<file path="src/rtl/cp0_timer.sv">
// CP0 timer: Count register advanced by a programmable prescaler, a Compare
// register, and a registered level interrupt raised when Count ticks onto
// Compare. Shares the CP0 register-file access interface.
//
// Ports:
//   clk        core clock
//   resetn     synchronous active-low reset
//   cp0_en     CP0 access valid this cycle
//   cp0_wen    write strobe, qualified by cp0_en
//   cp0_addr   CP0 register number
//   cp0_wdata  write data
//   cp0_rdata  combinational read data (0 unless a mapped read)
//   count_stop freezes Count and the prescaler while high
//   timer_int  timer interrupt pending (feeds Cause.IP7)
module cp0_timer #(
  parameter int unsigned DATA_W       = 32,
  parameter int unsigned TICK_DIV     = 2,
  parameter logic [4:0]  ADDR_COUNT   = 5'd9,
  parameter logic [4:0]  ADDR_COMPARE = 5'd11
) (
  input  logic              clk,
  input  logic              resetn,
  input  logic              cp0_en,
  input  logic              cp0_wen,
  input  logic [4:0]        cp0_addr,
  input  logic [DATA_W-1:0] cp0_wdata,
  output logic [DATA_W-1:0] cp0_rdata,
  input  logic              count_stop,
  output logic              timer_int
);

  localparam int unsigned PW = (TICK_DIV > 1) ? $clog2(TICK_DIV) : 1;
  localparam logic [PW-1:0] PreMax = PW'(TICK_DIV - 1);

  logic [PW-1:0]     pre_q, pre_d;
  logic [DATA_W-1:0] count_q, count_d;
  logic [DATA_W-1:0] compare_q, compare_d;
  logic              int_q, int_d;

  logic              tick;
  logic              wr_count, wr_compare;
  logic              rd_count, rd_compare;
  logic [DATA_W-1:0] count_inc;

  assign tick       = ~count_stop & (pre_q == PreMax);
  assign wr_count   = cp0_en & cp0_wen & (cp0_addr == ADDR_COUNT);
  assign wr_compare = cp0_en & cp0_wen & (cp0_addr == ADDR_COMPARE);
  assign rd_count   = cp0_en & ~cp0_wen & (cp0_addr == ADDR_COUNT);
  assign rd_compare = cp0_en & ~cp0_wen & (cp0_addr == ADDR_COMPARE);
  assign count_inc  = count_q + DATA_W'(1);

  always_comb begin
    // Prescaler runs independently of Count writes; only count_stop freezes it.
    pre_d = pre_q;
    if (!count_stop) begin
      pre_d = (pre_q == PreMax) ? '0 : pre_q + PW'(1);
    end

    count_d = count_q;
    if (wr_count) begin
      count_d = cp0_wdata;
    end else if (tick) begin
      count_d = count_inc;
    end

    compare_d = compare_q;
    if (wr_compare) begin
      compare_d = cp0_wdata;
    end

    // Only a tick can reach Compare; writing Count onto it never fires.
    int_d = int_q;
    if (wr_compare) begin
      int_d = 1'b0;
    end else if (tick && !wr_count && (count_inc == compare_q)) begin
      int_d = 1'b1;
    end
  end

  always_ff @(posedge clk) begin
    if (!resetn) begin
      pre_q     <= '0;
      count_q   <= '0;
      compare_q <= '1;
      int_q     <= 1'b0;
    end else begin
      pre_q     <= pre_d;
      count_q   <= count_d;
      compare_q <= compare_d;
      int_q     <= int_d;
    end
  end

  // Reads see pre-update register values.
  always_comb begin
    cp0_rdata = '0;
    if (rd_count) begin
      cp0_rdata = count_q;
    end else if (rd_compare) begin
      cp0_rdata = compare_q;
    end
  end

  assign timer_int = int_q;

endmodule

</file>
<file path="config.mk">
export PLATFORM = sky130hd
export DESIGN_NAME = cp0_timer
export DESIGN_NICKNAME = d
export VERILOG_FILES = /design/src/rtl/cp0_timer.sv
export SDC_FILE = /design/constraint.sdc
export NUM_CORES = 1
export LEC_CHECK = 0
export ABC_AREA = 1
export BUFFER_PORTS_ARGS = -buffer_cell sky130_fd_sc_hd__clkbuf_2
export CORE_UTILIZATION = 55
export DETAILED_ROUTE_END_ITERATION = 6
export PLACE_DENSITY = 0.75
export SETUP_SLACK_MARGIN = 0.2
export SYNTH_ARGS = -nofsm -noshare
export SYNTH_HDL_FRONTEND = slang
export SYNTH_SLANG_ARGS = --single-unit
</file>
<file path="constraint.sdc">
create_clock -name clk -period 4.4 [get_ports clk]
set_input_delay 0.22 -clock clk [delete_from_list [all_inputs] [get_ports clk]]
set_output_delay 0.22 -clock clk [all_outputs]
set_load 0.005 [all_outputs]
</file>
After elaboration in Yosys (flattened, before gate mapping)
Cells that the tools add are included.
Storage, ports and cells
  flip-flop bits (word level): 66
  input bits: 42
  output and inout bits: 33
  logic and storage cells: 29
Operators by class
  $add $sub $neg: 2
  eq/ne operators: 3
  multiplexer cells: 5
  bitwise logic cells: 10
  reduce and logical (&&, ||, !) cells: 5
Operators with widths (number)
  $mux 32: 4
  $add 32x1->32 const B: 1
  $eq 32x32->1: 1
  $eq 5x4->1 const B: 2
  $and 1x1->1: 7
  $not 1->1: 3
  $logic_and 1x1->1: 2
  $reduce_bool 2->1: 1
  $reduce_or 2->1: 1
  $add 1x1->1 const B: 1
  $logic_not 1->1: 1
  $mux 1: 1

Depth between registers and ports, before layout
  depth after elaboration: 5
  depth in mapped cells: 15
  mapped depth without buffers: 15

Worst setup path before layout
No wires, ideal clock.
  path type: reg-to-reg
  start point: register count_q[0]
  end point: register int_q, in the netlist timer_int
  arrival: 1.733 ns
  data required time: 4.330 ns
  slack: 2.598 ns
  stages on the path, launching flop included: 16
  clock period less this slack: 1.802 ns
  cells stage by stage: dfxtp_1 ha_1 nand2_2 nor2_4 nand2_4 nor2_8 nand2_1 nand2_1 nand2_1 nand2_1 nand2_1 nor2_1 nand2_1 nor2_1 nand3_1 a21oi_1
On the way
  word-level cells in the longest chain between the ends: 3
RTL lines
  start, declared: RTL line 36  | logic [DATA_W-1:0] count_q, count_d;
  start signal, assigned: RTL line 88  | count_q <= count_d;
  $add 32x1->32: RTL line 50  | assign count_inc = count_q + DATA_W'(1);
  $eq 32x32->1: RTL line 75  | end else if (tick && !wr_count && (count_inc == compare_q)) begin
  $logic_and 1x1->1: RTL line 75
  end signal, assigned: RTL line 90  | int_q <= int_d;
  end, declared: RTL line 38  | logic int_q, int_d;
No other way between the ends.
A chain may end at the register's enable or synchronous reset.

Worst setup path in the final report
  start point: input cp0_addr[2]
  end point: output cp0_rdata[22]
On the way
  word-level cells in the longest chain between the ends: 4
  elaborated cells between the ends (all ways): 6
  classes of those cells: 2 x eq/ne; 2 x mux; 2 x bitwise
RTL lines
  start, declared: RTL line 25  | input logic [4:0] cp0_addr,
  $eq 5x4->1: RTL line 49  | assign rd_compare = cp0_en & ~cp0_wen & (cp0_addr == ADDR_COMPARE);
  $and 1x1->1: RTL line 49
  $mux 32: RTL line 99  | end else if (rd_compare) begin
  $mux 32 (*): RTL line 97  | if (rd_count) begin
  end, declared: RTL line 27  | output logic [DATA_W-1:0] cp0_rdata,
Every way passes the cells marked *; elsewhere a longest branch is shown, timed or not.

==> out/qor_table.md <==
| Result | This run |
|---|---|
| First DRT Iteration DRCs | 313 |
| Number of clock sinks | 66 |
| Summed negative setup slack over all endpoints | 0 ns |
| Data required, critical path | 4.18 ns |
| Sequential area share after synthesis | 0.2877 |
| Met2 Routed Length | 6657 um |
| NetSw | 0.0003107 W |
| DR vias/cell | 5.706 |
| Max-Slew Margin vs Limit | 0.2252 |
| Max Buffers Root-to-Sink | 2 |
| Maximum number of pins on one net before global-route repair | 41 |
| Worst hold-check path type | primary input to flip-flop |
| CP max stage delay | 0.62 ns |
| Worst setup slack for register-to-register paths | 2.12 ns |
| Ys async rst share | 0 |
| Clock tree from TritonCTS | yes |
| Proportion of power drawn by the clock network | 0.407 |
| Data arrival time of the critical path | 2.08 ns |
| Clock insertion delay at the later pin of the skew report | 0.36 ns |
| Hold Path Sink | compare_q[4] |
| Remaining global-route overflow | 0 |
| Leading area contributor after synthesis | sky130_fd_sc_hd__dfxtp_1 |
| Die height | 93.39 um |
| Dominant register cell in the synthesized netlist | sky130_fd_sc_hd__dfxtp_1 |
| Max FO, Critical Path | 17 |
| Number of global-route vias before repair | 5049 |
| Number of max-cap violations | 0 |
| R2r startpoint | pre_q |
| F_max | 434.7 MHz |
| Count of hold-fix buffers inserted at cts | 0 |
| Crit path buf inv count | 4 |
| Post-CTS setup-driven buffer insertion count | 0 |
| Register share of total power | 0.524 |
| Number of different library cells in the post-synthesis netlist | 32 |
| Standard cell core area | 7888 um2 |
| Hold depth | 3 |
| Cell with the most instances on the worst path | sky130_fd_sc_hd__clkbuf_2 |
| DRC Markers | 0 |
| I/O Buffers | 74 |
| Number of nets at the end of the flow | 869 |
| Post-Synthesis Mean Instance Area | 6.020 um2 |
| Antenna Nets Post-Route | 0 |
| Sum of routed wire length over all layers | 14430 um |
| Highest-delay cell along the critical path | sky130_fd_sc_hd__nand3_1 |
| Syn_nets | 806 |
| Top cell family by delay on the critical path | simple AND/OR/NAND/NOR gates |
| Type of origin of the critical path | primary input |
| Final critical delay including setup and external delays | 2.300 ns |
| Yosys warns | 0 |
| Final hold slack | 0.09412 ns |
| Width of the die | 93.39 um |
| Crit path kind | primary input to output pin |
| Worst-Margin Slew | 1.161 ns |
| Cells along the critical path | clkbuf_2, inv_1, nand2_1, nor2_1, nand3_1, buf_4, o22ai_1, clkbuf_2 |
| Routed length on met3 | 1294 um |
| Ant. Diodes | 0 |
| Worst setup skew after layout | 0.01090 ns |
| Final worst-path cycle share | 0.5228 |
| Non-filler instance count after layout | 933 |
| Top routing layer in use | met4 |
| DP Wirelength | 10440 um |
| Netlist area before placement | 4593 um2 |
| Post-cts sizing count | 0 |
| Hold Path Origin | cp0_wdata[4] |
| Fill cell count | 758 |
| Num CTS Buffers | 9 |
| Count of pins over their slew limit | 0 |
| Number of antenna violations at the first check in global routing | 0 |
| Setup-violating endpoint count in the final report | 0 |
| Proportion of layout cells with a drive suffix above 1 | 0.1456 |
| Die area | 8721 um2 |
| Finished Core Util | 0.6589 |
| Clk pin slew, worst setup/hold paths | 0.08 ns |
| Overall track demand over capacity in global routing | 0.3512 |
| First-pass GRT wire length | 23700 um |
| Peak supply drop | 124.0 uV |
| Dominant cell by count in the synthesized netlist | sky130_fd_sc_hd__nand2_1 |
| Detail-routed net length per standard cell | 15.46 um |
| Result of the run | completed |
| Switching part of the total power | 0.2686 |
| Initial core utilization | 0.5823 |
| Vias after detailed routing | 5324 |
| Post-Route M1 WL | 6020 um |
| Number of optimization iterations in the first detailed-route pass | 5 |
| Routability Congestion | 0.9192 |
| Setup repair after global routing missed its margin | no |
| Number of levels in the clock H-tree | 3 |
| Dpl cells | 917 |
| Row count | 32 |
| Internal Dissipation | 0.0008459 W |
| Leakage power | 2.465 nW |
| Crit end category | output pin |
| Yosys reg bits | 66 |
| Relative contribution of combinational cells to total power | 0.068 |
| Top cell types by occurrence after synthesis | 275 x sky130_fd_sc_hd__nand2_1, 94 x sky130_fd_sc_hd__inv_1, 82 x sky130_fd_sc_hd__nand3_1 |
| Critical R2R Capture | timer_int |
| Fraction of post-synthesis cell area in the top cell type by area | 0.2877 |
| Relative area change from synthesis to final layout | 13.16% |
| Reg2Reg Depth | 12 |
| Number of failing hold endpoints at the final stage | 0 |
| I/O pin count | 75 |
| Total power divided by cell area | 222.5 nW/um2 |
| Post-Synthesis Cells | 763 |
| Number of flops mapped to enable cells by yosys | 0 |
| CTS Root Buffer Type | sky130_fd_sc_hd__clkbuf_8 |
| Largest cells by area after synthesis | sky130_fd_sc_hd__dfxtp_1 29%, sky130_fd_sc_hd__nand2_1 22%, sky130_fd_sc_hd__nand3_1 8.9%, sky130_fd_sc_hd__inv_1 7.7%, sky130_fd_sc_hd__nor2_1 6.0% |
| Depth of the critical timing path with buffers and inverters included | 8 |
## worst register-to-register path: stages, from the launching register on
cell,delay (ns)
sky130_fd_sc_hd__dfxtp_1,0.34
sky130_fd_sc_hd__nand2_1,0.07
sky130_fd_sc_hd__inv_1,0.07
sky130_fd_sc_hd__nand2_1,0.13
sky130_fd_sc_hd__inv_1,0.85
sky130_fd_sc_hd__nand2_1,0.10
sky130_fd_sc_hd__nor2_1,0.12
sky130_fd_sc_hd__nand2_1,0.06
sky130_fd_sc_hd__nor2_1,0.09
sky130_fd_sc_hd__nand3_1,0.08
sky130_fd_sc_hd__nor2_1,0.11
sky130_fd_sc_hd__nand3_1,0.09
sky130_fd_sc_hd__a21oi_1,0.12
## state kept, by name, summed over array words and instances, names as in the netlist
signal     flops
count_q       32
timer_int      1
pre_q          1
compare_q     32
## power by group through the flow
stage	clock network (W)	logic, W	registers, W
after floorplan	0	0.0000400	0.000619
after global placement	0	0.0000764	0.000620
after detailed placement	0	0.0000782	0.000620
after CTS	0.000475	0.0000783	0.000606
after global routing	0.000495	0.0000863	0.000607
final	0.000471	0.0000791	0.000606
## placed cells by master (no fill, tap or decap)
cell / count
sky130_fd_sc_hd__nand2_1: 275
sky130_fd_sc_hd__inv_1: 94
sky130_fd_sc_hd__nand3_1: 82
sky130_fd_sc_hd__clkbuf_2: 74
sky130_fd_sc_hd__nor2_1: 73
sky130_fd_sc_hd__dfxtp_1: 66
sky130_fd_sc_hd__o22ai_1: 34
sky130_fd_sc_hd__o211ai_1: 33
sky130_fd_sc_hd__a31oi_1: 22
sky130_fd_sc_hd__clkbuf_8: 10
sky130_fd_sc_hd__nand2_2: 8
sky130_fd_sc_hd__a221oi_1: 5
sky130_fd_sc_hd__buf_4: 5
sky130_fd_sc_hd__inv_2: 4
sky130_fd_sc_hd__nor2_4: 4
sky130_fd_sc_hd__nor2_8: 4
sky130_fd_sc_hd__xor2_1: 4
sky130_fd_sc_hd__o21ai_0: 4
sky130_fd_sc_hd__nor2_2: 3
sky130_fd_sc_hd__o21ai_1: 3
sky130_fd_sc_hd__clkinv_2: 3
sky130_fd_sc_hd__clkinv_1: 2
sky130_fd_sc_hd__nand4_1: 2
sky130_fd_sc_hd__nand2_4: 2
sky130_fd_sc_hd__and2_1: 2
sky130_fd_sc_hd__o221ai_1: 2
sky130_fd_sc_hd__xnor3_1: 2
sky130_fd_sc_hd__clkinvlp_4: 2
sky130_fd_sc_hd__nand3_2: 1
sky130_fd_sc_hd__nand3_4: 1
sky130_fd_sc_hd__xnor2_1: 1
sky130_fd_sc_hd__nand3b_1: 1
sky130_fd_sc_hd__a21oi_1: 1
sky130_fd_sc_hd__ha_1: 1
sky130_fd_sc_hd__clkbuf_1: 1
## kinds of logic (layout without fill, tap and decap cells)
kind of cell | Yosys count | in the layout | share of synthesized area
compound gates | 104 | 104 | 0.1523
xor+xnor | 7 | 7 | 0.01934
fa+ha+maj | 1 | 1 | 0.002724
buf+inv | 127 | 195 | 0.1041
flops | 66 | 66 | 0.2877
simple gates | 458 | 458 | 0.4339
## layout make-up
class,count,area (um2),area share
repair buffers,79,407.9,0.07848
clock buffers,11,141.4,0.02720
well taps,102,127.6,0.02455
clock inverters,5,30.03,0.005778
flip-flops and latches,66,1321,0.2542
multi-input cells,570,2794,0.5376
inverters,100,375.4,0.07222
## metrics by stage
| stage | setup WS [ns] | cell area, um2 | total power, W |
|---|---|---|---|
| floorplan | 2.598 | 4593 | 0.0006590 |
| global placement | 2.095 | 5026 | 0.0006963 |
| detailed placement | 1.961 | 5026 | 0.0006983 |
| CTS | 2.139 | 5197 | 0.001159 |
| global route | 1.945 | 5197 | 0.001189 |
| finish | 2.100 | 5197 | 0.001157 |
## worst max path at each step
stage	to	from	slack [ns]
after CTS	timer_int	pre_q	2.14
after floorplan	timer_int	count_q[0]	2.60
final	cp0_rdata[22]	cp0_addr[2]	2.10
after detailed placement	timer_int	cp0_addr[2]	1.96
after global routing	timer_int	count_q[0]	1.94
after global placement	timer_int	cp0_addr[2]	2.09
## layer usage
metal / vias up / global-route usage
met3: 37 / 0.06829
met2: 258 / 0.5956
met4: 0 / 0.1654
li1: 2612 / -
met1: 2417 / 0.4260
met5: - / 0
(Power assumes the default switching activity.)
